## config.mk

```make
export PLATFORM = sky130hd
export DESIGN_NAME = id_ex_stage_flat
export DESIGN_NICKNAME = d
export VERILOG_FILES = /design/src/rtl/mips_pkg.sv /design/src/rtl/id_ex_stage_if.sv /design/src/rtl/hazard_detect.sv /design/src/rtl/id_ex_stage.sv /design/src/flat_wrapper.sv
export SDC_FILE = /design/constraint.sdc
export NUM_CORES = 1
export LEC_CHECK = 0
export BUFFER_PORTS_ARGS = -buffer_cell sky130_fd_sc_hd__buf_2
export CAP_MARGIN = 0
export CORE_MARGIN = 8
export CORE_UTILIZATION = 40
export DETAILED_ROUTE_END_ITERATION = 16
export PLACE_DENSITY = 0.71
export SYNTH_ARGS = -nofsm -noshare
export SYNTH_HDL_FRONTEND = slang
export SYNTH_SLANG_ARGS = --single-unit
```

## constraint.sdc

```tcl
create_clock -name clk -period 3.9 [get_ports clk]
set_input_delay 0.78 -clock clk [delete_from_list [all_inputs] [get_ports clk]]
set_output_delay 0.78 -clock clk [all_outputs]
set_load 0.01 [all_outputs]
```

## src/rtl/mips_pkg.sv

```systemverilog
// Shared MIPS pipeline types: the decoded control bundle carried from ID into EX.
package mips_pkg;

  localparam int         CTRL_W   = 9;
  localparam logic [4:0] REG_ZERO = 5'd0;

  typedef struct packed {
    logic       reg_write;
    logic       mem_to_reg;
    logic       mem_read;
    logic       mem_write;
    logic       branch;
    logic       alu_src;
    logic       reg_dst;
    logic [1:0] alu_op;
  } ctrl_t;

endpackage

```

## src/rtl/id_ex_stage_if.sv

```systemverilog
// ID/EX boundary bundle: decoded instruction in, registered EX view and fetch enables out.
interface id_ex_stage_if #(parameter int DATA_W = 32);
  import mips_pkg::*;

  logic              id_valid;
  ctrl_t             id_ctrl;
  logic [DATA_W-1:0] id_rs_data;
  logic [DATA_W-1:0] id_rt_data;
  logic [DATA_W-1:0] id_imm;
  logic [4:0]        id_rs;
  logic [4:0]        id_rt;
  logic [4:0]        id_rd;
  logic              flush;
  logic              hold;

  logic              ex_valid;
  ctrl_t             ex_ctrl;
  logic [DATA_W-1:0] ex_rs_data;
  logic [DATA_W-1:0] ex_rt_data;
  logic [DATA_W-1:0] ex_imm;
  logic [4:0]        ex_rs;
  logic [4:0]        ex_rt;
  logic [4:0]        ex_rd;
  logic              pc_write;
  logic              if_id_write;

  modport master (
    output id_valid, id_ctrl, id_rs_data, id_rt_data, id_imm, id_rs, id_rt, id_rd, flush, hold,
    input  ex_valid, ex_ctrl, ex_rs_data, ex_rt_data, ex_imm, ex_rs, ex_rt, ex_rd,
           pc_write, if_id_write
  );

  modport slave (
    input  id_valid, id_ctrl, id_rs_data, id_rt_data, id_imm, id_rs, id_rt, id_rd, flush, hold,
    output ex_valid, ex_ctrl, ex_rs_data, ex_rt_data, ex_imm, ex_rs, ex_rt, ex_rd,
           pc_write, if_id_write
  );

endinterface

```

## src/rtl/hazard_detect.sv

```systemverilog
// Load-use detector: a load in EX whose destination is read by the instruction in ID.
// Purely combinational; both source indices are checked whatever the instruction format.
module hazard_detect
  import mips_pkg::*;
(
  input  logic       id_valid,
  input  logic       ex_valid,
  input  logic       ex_mem_read,
  input  logic [4:0] ex_rt,
  input  logic [4:0] id_rs,
  input  logic [4:0] id_rt,
  output logic       lu
);

  always_comb begin
    lu = id_valid & ex_valid & ex_mem_read & (ex_rt != REG_ZERO)
       & ((ex_rt == id_rs) | (ex_rt == id_rt));
  end

endmodule

```

## src/rtl/id_ex_stage.sv

```systemverilog
// ID/EX pipeline register, one-cycle latency; hold freezes it, flush/load-use insert a bubble.
// HAZARD_STATS_EN adds saturating stall_cnt/flush_cnt outputs.
module id_ex_stage
  import mips_pkg::*;
#(
  parameter int DATA_W = 32
) (
  input  logic          clk,
  input  logic          rst,
  id_ex_stage_if.slave  bus
`ifdef HAZARD_STATS_EN
  ,
  output logic [31:0]   stall_cnt,
  output logic [31:0]   flush_cnt
`endif
);

  logic              valid_q, valid_d;
  ctrl_t             ctrl_q, ctrl_d;
  logic [DATA_W-1:0] rs_data_q, rs_data_d;
  logic [DATA_W-1:0] rt_data_q, rt_data_d;
  logic [DATA_W-1:0] imm_q, imm_d;
  logic [4:0]        rs_q, rs_d;
  logic [4:0]        rt_q, rt_d;
  logic [4:0]        rd_q, rd_d;
  logic              flush_pending_q, flush_pending_d;
  logic              lu;
  logic              flush_eff;
  logic              fetch_en;

  hazard_detect u_hazard_detect (
    .id_valid    (bus.id_valid),
    .ex_valid    (valid_q),
    .ex_mem_read (ctrl_q.mem_read),
    .ex_rt       (rt_q),
    .id_rs       (bus.id_rs),
    .id_rt       (bus.id_rt),
    .lu          (lu)
  );

  assign flush_eff = bus.flush | flush_pending_q;

  always_comb begin
    valid_d   = valid_q;
    ctrl_d    = ctrl_q;
    rs_data_d = rs_data_q;
    rt_data_d = rt_data_q;
    imm_d     = imm_q;
    rs_d      = rs_q;
    rt_d      = rt_q;
    rd_d      = rd_q;
    fetch_en  = 1'b1;

    if (bus.hold) begin
      fetch_en = 1'b0;
    end else if (flush_eff || lu) begin
      // A flush wins over load-use, so fetch keeps moving to the redirect target.
      valid_d   = 1'b0;
      ctrl_d    = '0;
      rs_data_d = '0;
      rt_data_d = '0;
      imm_d     = '0;
      rs_d      = '0;
      rt_d      = '0;
      rd_d      = '0;
      fetch_en  = flush_eff;
    end else begin
      valid_d   = bus.id_valid;
      ctrl_d    = bus.id_ctrl;
      rs_data_d = bus.id_rs_data;
      rt_data_d = bus.id_rt_data;
      imm_d     = bus.id_imm;
      rs_d      = bus.id_rs;
      rt_d      = bus.id_rt;
      rd_d      = bus.id_rd;
    end

    if (rst) begin
      fetch_en = 1'b1;
    end

    flush_pending_d = bus.hold ? (flush_pending_q | bus.flush) : 1'b0;
  end

  always_ff @(posedge clk) begin
    if (rst) begin
      valid_q         <= 1'b0;
      ctrl_q          <= '0;
      rs_data_q       <= '0;
      rt_data_q       <= '0;
      imm_q           <= '0;
      rs_q            <= '0;
      rt_q            <= '0;
      rd_q            <= '0;
      flush_pending_q <= 1'b0;
    end else begin
      valid_q         <= valid_d;
      ctrl_q          <= ctrl_d;
      rs_data_q       <= rs_data_d;
      rt_data_q       <= rt_data_d;
      imm_q           <= imm_d;
      rs_q            <= rs_d;
      rt_q            <= rt_d;
      rd_q            <= rd_d;
      flush_pending_q <= flush_pending_d;
    end
  end

`ifdef HAZARD_STATS_EN
  logic [31:0] stall_cnt_q, stall_cnt_d;
  logic [31:0] flush_cnt_q, flush_cnt_d;

  always_comb begin
    stall_cnt_d = stall_cnt_q;
    flush_cnt_d = flush_cnt_q;
    if (!bus.hold && flush_eff && (flush_cnt_q != 32'hFFFF_FFFF)) begin
      flush_cnt_d = flush_cnt_q + 32'd1;
    end
    if (!bus.hold && !flush_eff && lu && (stall_cnt_q != 32'hFFFF_FFFF)) begin
      stall_cnt_d = stall_cnt_q + 32'd1;
    end
  end

  always_ff @(posedge clk) begin
    if (rst) begin
      stall_cnt_q <= '0;
      flush_cnt_q <= '0;
    end else begin
      stall_cnt_q <= stall_cnt_d;
      flush_cnt_q <= flush_cnt_d;
    end
  end

  assign stall_cnt = stall_cnt_q;
  assign flush_cnt = flush_cnt_q;
`endif

  assign bus.ex_valid    = valid_q;
  assign bus.ex_ctrl     = ctrl_q;
  assign bus.ex_rs_data  = rs_data_q;
  assign bus.ex_rt_data  = rt_data_q;
  assign bus.ex_imm      = imm_q;
  assign bus.ex_rs       = rs_q;
  assign bus.ex_rt       = rt_q;
  assign bus.ex_rd       = rd_q;
  assign bus.pc_write    = fetch_en;
  assign bus.if_id_write = fetch_en;

endmodule

```

## src/flat_wrapper.sv

```systemverilog
// flat-port wrapper written by rule: the top's interface ports become plain ports
module id_ex_stage_flat import mips_pkg::*;
#(
  parameter int DATA_W = 32
)
  (clk, rst, bus_id_valid, bus_id_ctrl, bus_id_rs_data, bus_id_rt_data, bus_id_imm, bus_id_rs, bus_id_rt, bus_id_rd, bus_flush, bus_hold, bus_ex_valid, bus_ex_ctrl, bus_ex_rs_data, bus_ex_rt_data, bus_ex_imm, bus_ex_rs, bus_ex_rt, bus_ex_rd, bus_pc_write, bus_if_id_write);
  id_ex_stage_if #(.DATA_W(DATA_W)) bus_i ();
  input  logic clk;
  input  logic rst;
  input wire logic [$bits(bus_i.id_valid)-1:0] bus_id_valid;
  input wire logic [$bits(bus_i.id_ctrl)-1:0] bus_id_ctrl;
  input wire logic [$bits(bus_i.id_rs_data)-1:0] bus_id_rs_data;
  input wire logic [$bits(bus_i.id_rt_data)-1:0] bus_id_rt_data;
  input wire logic [$bits(bus_i.id_imm)-1:0] bus_id_imm;
  input wire logic [$bits(bus_i.id_rs)-1:0] bus_id_rs;
  input wire logic [$bits(bus_i.id_rt)-1:0] bus_id_rt;
  input wire logic [$bits(bus_i.id_rd)-1:0] bus_id_rd;
  input wire logic [$bits(bus_i.flush)-1:0] bus_flush;
  input wire logic [$bits(bus_i.hold)-1:0] bus_hold;
  output wire logic [$bits(bus_i.ex_valid)-1:0] bus_ex_valid;
  output wire logic [$bits(bus_i.ex_ctrl)-1:0] bus_ex_ctrl;
  output wire logic [$bits(bus_i.ex_rs_data)-1:0] bus_ex_rs_data;
  output wire logic [$bits(bus_i.ex_rt_data)-1:0] bus_ex_rt_data;
  output wire logic [$bits(bus_i.ex_imm)-1:0] bus_ex_imm;
  output wire logic [$bits(bus_i.ex_rs)-1:0] bus_ex_rs;
  output wire logic [$bits(bus_i.ex_rt)-1:0] bus_ex_rt;
  output wire logic [$bits(bus_i.ex_rd)-1:0] bus_ex_rd;
  output wire logic [$bits(bus_i.pc_write)-1:0] bus_pc_write;
  output wire logic [$bits(bus_i.if_id_write)-1:0] bus_if_id_write;
  assign bus_i.id_valid = bus_id_valid;
  assign bus_i.id_ctrl = bus_id_ctrl;
  assign bus_i.id_rs_data = bus_id_rs_data;
  assign bus_i.id_rt_data = bus_id_rt_data;
  assign bus_i.id_imm = bus_id_imm;
  assign bus_i.id_rs = bus_id_rs;
  assign bus_i.id_rt = bus_id_rt;
  assign bus_i.id_rd = bus_id_rd;
  assign bus_i.flush = bus_flush;
  assign bus_i.hold = bus_hold;
  assign bus_ex_valid = bus_i.ex_valid;
  assign bus_ex_ctrl = bus_i.ex_ctrl;
  assign bus_ex_rs_data = bus_i.ex_rs_data;
  assign bus_ex_rt_data = bus_i.ex_rt_data;
  assign bus_ex_imm = bus_i.ex_imm;
  assign bus_ex_rs = bus_i.ex_rs;
  assign bus_ex_rt = bus_i.ex_rt;
  assign bus_ex_rd = bus_i.ex_rd;
  assign bus_pc_write = bus_i.pc_write;
  assign bus_if_id_write = bus_i.if_id_write;
  id_ex_stage #(.DATA_W(DATA_W)) u_core (.clk(clk), .rst(rst), .bus(bus_i));
endmodule
```

==> out/summary.md, run 1 <==
For the pin with the worst max-slew slack, the measured transition is 1.27 ns. In the final layout, the multi-input gates occupy 2330 um2. The flow ran to the end, and the final reports show no timing, DRC or antenna violations. By area the synthesized netlist is led by sky130_fd_sc_hd__dfxtp_1 48%, sky130_fd_sc_hd__a32oi_1 21%, sky130_fd_sc_hd__nand2_1 9.1%. The classification of the worst-slack hold path was reg2reg. The mean area per synthesized cell came out at 8.83 um2. The synthesized design spends more area on one cell type than any other, namely sky130_fd_sc_hd__dfxtp_1. In this run the power density over the cells is 477 nW/um2. The synthesized netlist devotes 33.5% of its cell area to compound gates.

Counting every sink on the clock net gives 122. Number of flip-flops and latches in the synthesized netlist: 122. The total overflow left after global routing is 0. The Yosys step of the flow raised 0 warnings. The final layout contains routed wiring with a total length of 16,200 um. The cell depth of the worst flop-to-flop path works out to 5.

TritonCTS buffer count: 17. In this run the remaining antenna-violating nets after routing total 0. On the final layout, the worst clock skew is 0.00776 ns. The tools report the via count of the first global-routing pass as 5,067. The average wire per cell in the routed design was 16.9 um; the DRC violation count after routing was 0. The congestion estimate from routability-driven global placement came to 0.790. The clock period minus worst slack was 2.89 ns; the width of the chip was 129 um. The worst setup path is captured at an output port. The count of standard-cell rows is 41, and the number of inserted filler cells in the final layout is 1,173. 248 I/O pins were placed. After layout, the design draws a total of 0.00325 W.

The run gives 0 ns as the setup TNS. After floorplanning, the core was sized to cover 12,500 um2. The worst-case IR drop observed on VDD is 274 uV. In the final layout, the share of cells above drive strength 1 is 35.6%. The setup violation total in the final timing report came out at 0. The initial antenna violation count was 0; the clock-pin transition on the worst setup and hold timing paths was 0.05 ns. TritonCTS built the clock tree. The max-capacitance violation count is 0.

The tools report the source of the worst hold timing path as u_core.bus.ex_imm[26]$_SDFFE_PP0N_. Type of the setup path with the least slack: reg2out. Along the worst path, the maximum fanout reaches 5.

The tools report the final count of pins violating max slew as 0. Headroom to the max-slew limit came out at 15.3%. The post-CTS setup-driven buffer insertion count is 0. The worst register-to-register path begins at u_core.bus.ex_rt[1]$_SDFFE_PP0N_. The clock passes through at most 2 buffers. Across the whole layout, storage elements account for 2440 um2. The run gives 54.4% as the core occupancy in the finished layout.

The worst endpoint required time is 3.12 ns, and the post-synthesis simple-gate area fraction is 10.1%. 0 antenna diodes ended up in the layout. In the final design database the tool counted 903 nets. In this run the vertical extent of the chip is 129 um.

Synthesis handed over a netlist of 575 instances. The number of gates resized after cts is 0, and the number of buffers added to fix hold violations after cts is 0. The worst endpoint data arrival time was 2.11 ns. The largest single stage delay on the critical path is 0.61 ns. The half-perimeter wire length after placement is 10,700 um. Startpoint class of the critical path: a flop.

The tools report the initial core utilization as 40.6%. The critical path starts at u_core.bus.ex_rt[1]$_SDFFE_PP0N_. The library cells used most frequently in the layout, excluding fill and tap cells, are 247 x sky130_fd_sc_hd__buf_2, 123 x sky130_fd_sc_hd__nand2_1, 122 x sky130_fd_sc_hd__dfxtp_1. Timing analysis after detailed placement gives a worst setup slack of 1.09 ns. The share of the synthesized area in the top cell type is 48.1%.

Worst-case setup margin in the final layout: 1.01 ns. Net count after synthesis: 700. The largest individual stage delay along the critical path comes from the cell sky130_fd_sc_hd__or4_1. The tree is rooted in a sky130_fd_sc_hd__clkbuf_16. Hold-critical path depth: 2. The number of hold violations in the final report is 0, and the number of library cell types mapped by synthesis is 19. In this run the tool buffered the top-level ports with 247 buffer cells. Summing every instance area after synthesis gives 5080 um2.

Leaving out fill and tap cells, the most frequent cell in the layout is sky130_fd_sc_hd__buf_2. The H-tree generated during clock tree synthesis spans 4 levels. Of the total synthesized cell area, the portion taken by full adders, half adders and majority gates is 0%.

Detailed routing inserted a total of 5,360 vias. The total global routing track utilization was 18.8%. Number of vias per cell after detailed routing: 5.59. Setup repair after global routing left no endpoint under its margin.

From synthesis to final layout, the design area changed by 34.1%. The pre-antenna-repair detailed-routing pass consisted of 5 iterations. Of the synthesized area, sequential elements account for 48.1%. The floorplan step defined a die boundary enclosing 16,600 um2. Post-synthesis xor/xnor area fraction: 1.72%. The tools report the number of design-rule violations left by the first detailed-router iteration as 482. Walking the worst path, the cells encountered are or4_1 -> o2111ai_4 -> nor4_1 -> a21oi_1 -> buf_2. Leakage power total: 2.86 nW. Dominant combinational cell family by area after synthesis: compound AO/OA/AOI/OAI gates.

Timing would allow up to 0.346 GHz. Fraction of synthesized area in multiplexers: 0%. The clock latency on the worst-skew pair is 0.40 ns, and the largest net degree at the start of global routing is 243. The final period utilization is 74.1%. The first global-routing pass estimated 25,400 um of wire.
[path summary, 6_finish.rpt]
path,end,slack [ns]
min reg2reg,u_core.bus.ex_imm[26]$_SDFFE_PP0N_,0.46
min,u_core.bus.ex_imm[26]$_SDFFE_PP0N_,0.46
max,bus_if_id_write,1.01
max reg2reg,u_core.bus.ex_rs_data[9]$_SDFFE_PP0N_,1.20
[sequential cells by signal, summed over array words and instances (netlist names)]
signal                  count
u_core.bus.ex_imm          32
u_core.bus.ex_rs_data      32
u_core.bus.ex_rt_data      32
u_core.bus.ex_ctrl          9
u_core.bus.ex_rd            5
u_core.bus.ex_rs            5
u_core.bus.ex_rt            5
u_core.bus.ex_valid         1
u_core.flush_pending_q      1
[report_power, final]
part	internal, W	total, W	switching [W]	leakage, nW
registers	0.00134	0.00140	0.0000551	1.00
logic	0.000177	0.000424	0.000247	1.60
clock network	0.000926	0.00143	0.000502	0.265
[Yosys cell counts]
cell type,instances
sky130_fd_sc_hd__a21oi_1,1
sky130_fd_sc_hd__a32oi_1,121
sky130_fd_sc_hd__buf_2,5
sky130_fd_sc_hd__buf_4,2
sky130_fd_sc_hd__buf_6,9
sky130_fd_sc_hd__clkbuf_1,52
sky130_fd_sc_hd__dfxtp_1,122
sky130_fd_sc_hd__nand2_1,123
sky130_fd_sc_hd__nand3_1,2
sky130_fd_sc_hd__nor2b_1,1
sky130_fd_sc_hd__nor4_1,1
sky130_fd_sc_hd__nor4_4,1
sky130_fd_sc_hd__o2111ai_2,1
sky130_fd_sc_hd__o21a_1,1
sky130_fd_sc_hd__o21ai_0,45
sky130_fd_sc_hd__o21ai_1,76
sky130_fd_sc_hd__o22ai_1,1
sky130_fd_sc_hd__or4_1,1
sky130_fd_sc_hd__xnor2_1,10
[cell families (layout without fill, tap and decap cells)]
logic type,after synthesis,count (layout)
AOI/OAI and AO/OA,246,246
buffers and inverters,68,280
xor gates and xnor gates,10,10
and+or+nand+nor,129,129
DFF,122,122
[critical path: cells and delay by family (launching register included)]
kind	cells	cell delay (ns)
AND/OR/NAND/NOR	2	0.69
AO/OA/AOI/OAI	2	0.46
flip-flops	1	0.37
buffers and inverters	1	0.19
[routing by layer]
metal / vias to the layer above / global-route usage, % / part of all wire (%)
met5: - / 0 / 0
met4: 0 / 9.26 / 2.6
met3: 35 / 6.08 / 7.4
li1: 2584 / - / -
met1: 2535 / 21.3 / 39
met2: 206 / 31.2 / 51
[area by class of cell]
cell class	instances	share of cell area (%)
Multi-Input combinational cell	385	34.2
Sequential cell	122	35.9
Clock inverter	3	0.588
Tap cell	172	3.16
Timing Repair Buffer	252	18.9
Clock buffer	25	7.27
[stage by stage]
step / instance area [um2] / hold slack [ns] / instances
6_report: 6810 / 0.465 / 959
5_1_grt: 6810 / 0.488 / 959
4_1_cts: 6810 / 0.467 / 959
3_5_place_dp: 6280 / 0.449 / 931
3_3_place_gp: 6280 / 0.441 / 931
2_1_floorplan: 5080 / 0.477 / 575
(Power assumes the default switching activity.)
==> inputs of run 2 (changes only) <==
- PLACE_DENSITY: 0.71 -> 0.74
- clock period: 3.9 -> 2.58 ns (I/O delays scaled with it)
==> out/summary.md, run 2 (synthesis results as in run 1) <==
The run finished with clean final reports. The tools report the number of hold violations in the final report as 0 (unchanged). Combinational share of power: 12.3% (was 13.1%).

The type of the setup path with the least slack is reg2out (unchanged). Fraction of final layout cells sized beyond drive strength 1: 36.7% (was 35.6%). The clock latency on the worst-skew pair was 0.40 ns (about the same).

The tools report the startpoint class of the critical path as a flop (unchanged). Antenna cell count: 0 (unchanged). The worst path needs 2.49 ns of the cycle, external delays included. The initial core utilization is 40.6% (unchanged).

For the final wirelength, the log shows 15,600 um (was 16,200 um). The logs give 47.8% (was 44.0%) for the part of the total power dissipated in the clock network and 122 (unchanged) for the TritonCTS sink count. The number of vias per cell after detailed routing works out to 5.43 (was 5.59). Category of the worst setup path capture point: an output port (unchanged). The first-pass GRT wire length came out at 24,600 um (was 25,400 um).

Achievable frequency: 0.401 GHz. The setup violation total in the final timing report came out at 0 (unchanged). For the worst endpoint data arrival time, the log shows 1.98 ns (was 2.11 ns). Half-perimeter wire length after placement: 9940 um (was 10,700 um). The first element of the critical path is u_core.bus.ex_rt[1]$_SDFFE_PP0N_ (unchanged). The via count of the first global-routing pass came out at 4,810 (was 5,067). Setup repair after global routing left no endpoint under its margin. Total global routing track utilization: 18.1% (was 18.8%). The placer congestion estimate came out at 0.755 (was 0.790).

TritonCTS built the clock tree. The count of input and output buffers works out to 247 (unchanged). The layout-stage area growth over the synthesis result came out at 37.5% (was 34.1%). Highest-count cells in the layout ignoring fill and taps: 247 x sky130_fd_sc_hd__buf_2, 123 x sky130_fd_sc_hd__nand2_1, 121 x sky130_fd_sc_hd__a32oi_1 (was 247 x sky130_fd_sc_hd__buf_2, 123 x sky130_fd_sc_hd__nand2_1, 122 x sky130_fd_sc_hd__dfxtp_1). The transition at the pin with the smallest max-transition slack works out to 0.647 ns (was 1.27 ns).

The switching portion of total power was 23.5% (was 24.8%). The setup TNS is 0 ns (unchanged). TritonCTS buffer count: 17 (unchanged). The setup slack on the worst flop-to-flop path was 0.39 ns (was 1.20 ns). The reg-to-reg startpoint is u_core.bus.ex_rt[1]$_SDFFE_PP0N_ (unchanged). The area of the core is 12,500 um2 (unchanged), and the final count of pins violating max slew is 0 (unchanged). The initial antenna violation count was 0 (unchanged). The DRC violation count after routing was 0 (unchanged). The width of the chip works out to 129 um (unchanged). The clock-pin transition on the worst setup and hold timing paths was 0.05 ns (about the same); the total via count in the routed design was 5,229 (was 5,360).

The highest net fanout along the worst path works out to 5 (unchanged). The run gives 39.9% (was 43.0%) as the proportion of power drawn by flip-flops and latches. The leakage power total is 2.94 nW (was 2.86 nW). The number of inserted filler cells in the final layout is 1,192 (was 1,173). The number of buffers on the longest clock path was 2 (unchanged); the number of design-rule violations left by the first detailed-router iteration was 451 (was 482). The peak ir drop on the vdd network was 360 uV (was 274 uV).

The number of H-tree levels was 4 (unchanged); the count of standard-cell rows was 41 (unchanged). The tools report the top-level I/O count as 248 (unchanged). The largest net degree at the start of global routing is 123 (was 243).

Power dissipated by switching net loads: 0.00124 W (was 0.000805 W). Classification of the worst-slack hold path: in2reg (was reg2reg). The run gives 0.00677 ns (was 0.00776 ns) as the worst-case clock skew. The tools report the worst-case headroom to the max-slew limit as 56.9% (was 15.3%). The max-capacitance violation count was 0 (unchanged). The internal power contribution was 0.00403 W (was 0.00244 W); the worst endpoint required time was 2.06 ns (was 3.12 ns).

The tools report the final layout net count as 905 (was 903). Core occupancy in the finished layout: 55.8% (was 54.4%). The most common cell after layout, fill and taps aside was sky130_fd_sc_hd__buf_2 (unchanged).

The logs give 16,600 um2 (unchanged) for the overall die area and 7 (was 5) for the number of search-and-repair iterations in the first detailed-routing pass. The die boundary height was 129 um (unchanged); the total overflow reported by the global router was 0 (unchanged). The power density of the placed cells was 755 nW/um2 (was 477 nW/um2). The clock tree root buffer cell was sky130_fd_sc_hd__clkbuf_16 (unchanged). For the remaining antenna violation count after routing, the log shows 0 (unchanged). The source of the worst hold timing path was bus_id_rs_data[23] (was u_core.bus.ex_imm[26]$_SDFFE_PP0N_). The average wire per cell in the routed design was 16.2 um (was 16.9 um); the final period utilization was 96.6%.
-- run 2: final timing paths --
kind	to	cells after the start
worst min-delay path	u_core.bus.ex_rs_data[23]$_SDFFE_PP0N_	3
worst max-delay path	bus_pc_write	5
worst min register to register	u_core.bus.ex_rd[0]$_SDFFE_PP0N_	2
worst max register to register	u_core.bus.ex_rt[1]$_SDFFE_PP0N_	6
-- run 2: layout make-up --
class                           count  area, um2  share of cell area, %
Clock inverter                      7        138                   1.97
Tap cell                          172        215                   3.08
Timing Repair Buffer              254       1350                   19.4
Clock buffer                       23        498                   7.13
Multi-Input combinational cell    385       2340                   33.5
Sequential cell                   122       2440                   35.0
-- run 2: power by group through the flow --
| stage | Sequential [W] | Clock, W | Combinational [W] |
|---|---|---|---|
| after global routing | 0.00212 | 0.00268 | 0.000716 |
| after floorplan | 0.00220 | 0 | 0.000252 |
| after global placement | 0.00213 | 0 | 0.000645 |
| after CTS | 0.00210 | 0.00258 | 0.000657 |
| after detailed placement | 0.00213 | 0 | 0.000654 |
| final | 0.00210 | 0.00252 | 0.000649 |
-- run 2: metrics by stage --
stage	worst slack [ns]	area [um2]	std cells	hold WS [ns]	power, W
after floorplan	0.234	5080	575	0.477	0.00245
after global placement	0.435	6330	932	0.440	0.00278
after detailed placement	0.412	6330	932	0.449	0.00279
after CTS	0.0138	6970	962	0.329	0.00534
after global routing	0.00638	6980	963	0.339	0.00552
final	0.0867	6980	963	0.355	0.00527
-- run 2: layer usage --
metal  GRT usage [%]  wire, um
met4            8.22       311
met5               0         0
met2            28.2      7460
met3            5.96      1350
met1            22.3      6470
-- run 2: worst max-delay path, cell delays in order (launching register included) --
cell,delay [ns]
sky130_fd_sc_hd__dfxtp_2,0.34
sky130_fd_sc_hd__or4_4,0.56
sky130_fd_sc_hd__o2111ai_4,0.22
sky130_fd_sc_hd__nor4_1,0.06
sky130_fd_sc_hd__a21oi_1,0.22
sky130_fd_sc_hd__buf_2,0.17
-- run 2: timing repair --
action / 4_1_cts / 5_1_grt
setup endpoints to repair: 2 / 2
gates resized for setup: 1 / 2
hold buffers: 0 / 0
pin swaps: 1 / 2
setup buffers: 0 / 1
==> inputs of run 3 (changes only) <==
- RECOVER_POWER: not set -> 100
==> out/summary.md, run 3 (synthesis results as in run 1) <==
The logs give 41 (unchanged) for the count of standard-cell rows and 0 (unchanged) for the setup violation total in the final timing report. Worst-case clock skew: 0.00796 ns (was 0.00677 ns). Category of the worst setup path capture point: an output port (unchanged). The clock-pin transition on the worst setup and hold timing paths works out to 0.05 ns (about the same).

The worst endpoint data arrival time is 1.97 ns (was 1.98 ns). The logs give 18.1% (unchanged) for the total global routing track utilization and 0 (unchanged) for the antenna cell count. For the leakage power total, the log shows 2.43 nW (was 2.94 nW).

The met2 wirelength from detailed routing is 7610 um (was 7460 um). The startpoint class of the critical path was a flop (unchanged). Cell-by-cell trace of the critical path: or4_4 -> o2111ai_4 -> nor4_1 -> a21oi_1 -> buf_2 (unchanged). The width of the chip was 129 um (unchanged).

The most common cell after layout, fill and taps aside was sky130_fd_sc_hd__buf_2 (unchanged). The final layout net count was 905 (unchanged). The tools report the worst-case headroom to the max-slew limit as 2.66% (was 56.9%). The final design area excluding fillers came out at 6820 um2 (was 6980 um2). Max-capacitance violation count: 0 (unchanged). The logs give 0 (unchanged) for the final count of pins violating max slew and 123 (unchanged) for the largest net degree at the start of global routing.

The number of vias per cell after detailed routing was 5.41 (was 5.43); the area of the core was 12,500 um2 (unchanged). The worst endpoint required time was 2.06 ns (about the same); the TritonCTS sink count was 122 (unchanged). The fraction of final layout cells sized beyond drive strength 1 is 21.6% (was 36.7%), and the remaining antenna violation count after routing is 0 (unchanged). The slowest stage cell on the critical path was sky130_fd_sc_hd__or4_4 (unchanged). The placer congestion estimate is 0.755 (unchanged). Setup repair after global routing left no endpoint under its margin.

The count of input and output buffers is 247 (unchanged). The peak ir drop on the vdd network was 358 uV (was 360 uV); the area of placed instances was 6330 um2 (unchanged). Top-level I/O count: 248 (unchanged). The final period utilization was 96.4% (was 96.6%).

Routed length on met1: 6490 um (was 6470 um). The number of hold violations in the final report came out at 0 (unchanged). The half-perimeter wire length after placement is 9940 um (unchanged), and the initial core utilization is 40.6% (unchanged). For the number of design-rule violations left by the first detailed-router iteration, the log shows 384 (was 451).

The layout-stage area growth over the synthesis result came out at 34.2% (was 37.5%). Met3 routed wirelength: 1300 um (was 1350 um). The kind of cell with the highest combined delay on the critical path was simple AND/OR/NAND/NOR gates (unchanged).

The number of inserted filler cells in the final layout is 1,251 (was 1,192), and the final wirelength is 15,700 um (was 15,600 um). Total overflow reported by the global router: 0 (unchanged). For the core occupancy in the finished layout, the log shows 54.4% (was 55.8%).

The logs give 16,600 um2 (unchanged) for the overall die area and 17 (unchanged) for the TritonCTS buffer count. The average wire per cell in the routed design works out to 16.3 um (was 16.2 um). The run gives 0 (unchanged) as the DRC violation count after routing. The multi-input gate area in the final layout is 2340 um2 (unchanged). The classification of the worst-slack hold path was in2reg (unchanged). For the number of H-tree levels, the log shows 4 (unchanged). The number of buffers and inverters on the critical path was 1 (unchanged).

The highest signal layer in the routed design was met4 (unchanged). The logs give 4,810 (unchanged) for the via count of the first global-routing pass and 0 (unchanged) for the initial antenna violation count. The total via count in the routed design was 5,208 (was 5,229); the first-pass GRT wire length was 24,600 um (unchanged).

The flow ran to the end, and the final reports show no timing, DRC or antenna violations. Clock tree root buffer cell: sky130_fd_sc_hd__clkbuf_16 (unchanged). Type of the setup path with the least slack: reg2out (unchanged). The maximum single-stage delay on the critical path came out at 0.56 ns (about the same). Highest-count cells in the layout ignoring fill and taps: 128 x sky130_fd_sc_hd__buf_2, 123 x sky130_fd_sc_hd__nand2_1, 121 x sky130_fd_sc_hd__a32oi_1 (was 247 x sky130_fd_sc_hd__buf_2, 123 x sky130_fd_sc_hd__nand2_1, 121 x sky130_fd_sc_hd__a32oi_1). The setup TNS is 0 ns (unchanged), and the power density of the placed cells is 767 nW/um2 (was 755 nW/um2). Clock period minus worst slack: 2.49 ns (about the same). For the number of search-and-repair iterations in the first detailed-routing pass, the log shows 4 (was 7). The tools report the number of buffers on the longest clock path as 2 (unchanged). The logs give 2440 um2 (unchanged) for the area taken by flip-flops and latches and 0.40 ns (about the same) for the clock latency on the worst-skew pair. TritonCTS built the clock tree. The die boundary height is 129 um (unchanged), and the highest net fanout along the worst path is 5 (unchanged). The transition at the pin with the smallest max-transition slack is 1.46 ns (was 0.647 ns). The number of buffers added to fix hold violations after cts came out at 0 (unchanged). The run gives 0.402 GHz (was 0.401 GHz) as the achievable frequency.
-- run 3: cell types whose count changed in the layout (fill, tap and decap cells not counted), sizes merged --
cell,before,now
clkbuf,23,145
buf,254,132
-- run 3: power by group --
group	switching, W	total [W]	internal (W)
clock	0.000792	0.00252	0.00173
sequential	0.0000785	0.00211	0.00203
combinational	0.000366	0.000599	0.000234
total	0.00124	0.00523	0.00399
-- run 3: worst paths after layout --
| path | startpoint | to | slack [ns] | cells past startpoint |
|---|---|---|---|---|
| worst max-delay path | u_core.bus.ex_rt[1]$_SDFFE_PP0N_ | bus_pc_write | 0.09 | 5 |
| worst min-delay path | bus_id_rs_data[23] | u_core.bus.ex_rs_data[23]$_SDFFE_PP0N_ | 0.36 | 3 |
| worst max register to register | u_core.bus.ex_rt[1]$_SDFFE_PP0N_ | u_core.bus.ex_rt[1]$_SDFFE_PP0N_ | 0.12 | 6 |
| worst min register to register | u_core.bus.ex_rd[0]$_SDFFE_PP0N_ | u_core.bus.ex_rd[0]$_SDFFE_PP0N_ | 0.46 | 2 |
-- run 3: metal layers --
metal	track usage [%]	vias to the layer above
li1	-	2592
met1	22.3	2396
met2	28.2	199
met3	5.96	21
met4	8.22	0
met5	0	-
-- run 3: worst reg2reg max path, stage by stage, from the launching register on --
cell and delay (ns):
sky130_fd_sc_hd__dfxtp_2 0.34, sky130_fd_sc_hd__or4_4 0.56, sky130_fd_sc_hd__o2111ai_4 0.22, sky130_fd_sc_hd__clkbuf_4 0.17, sky130_fd_sc_hd__clkbuf_8 0.57, sky130_fd_sc_hd__a32oi_1 0.37, sky130_fd_sc_hd__o21ai_0 0.14
-- run 3: area by class of cell --
cell class	instances	area share, %
sequential	122	35.9
clock inverter	7	2.02
tap	172	3.16
multi-input combinational	385	34.3
clock buffer	23	7.31
timing repair buffer	254	17.4
-- run 3: repair_timing --
item	in CTS	in global routing
pin swaps	1	2
endpoints found under the setup margin	2	2
buffers inserted	0	1
gates cloned	0	0
resized for setup	1	2
-- run 3: metrics by stage --
stage               hold WS [ns]  setup slack (ns)  instances  total power (W)
floorplan                  0.477             0.234        575          0.00245
CTS                        0.329            0.0138        962          0.00534
detailed placement         0.449             0.412        932          0.00279
finish                     0.355            0.0941        963          0.00523
global placement           0.440             0.435        932          0.00278
global route               0.352           0.00742        963          0.00547
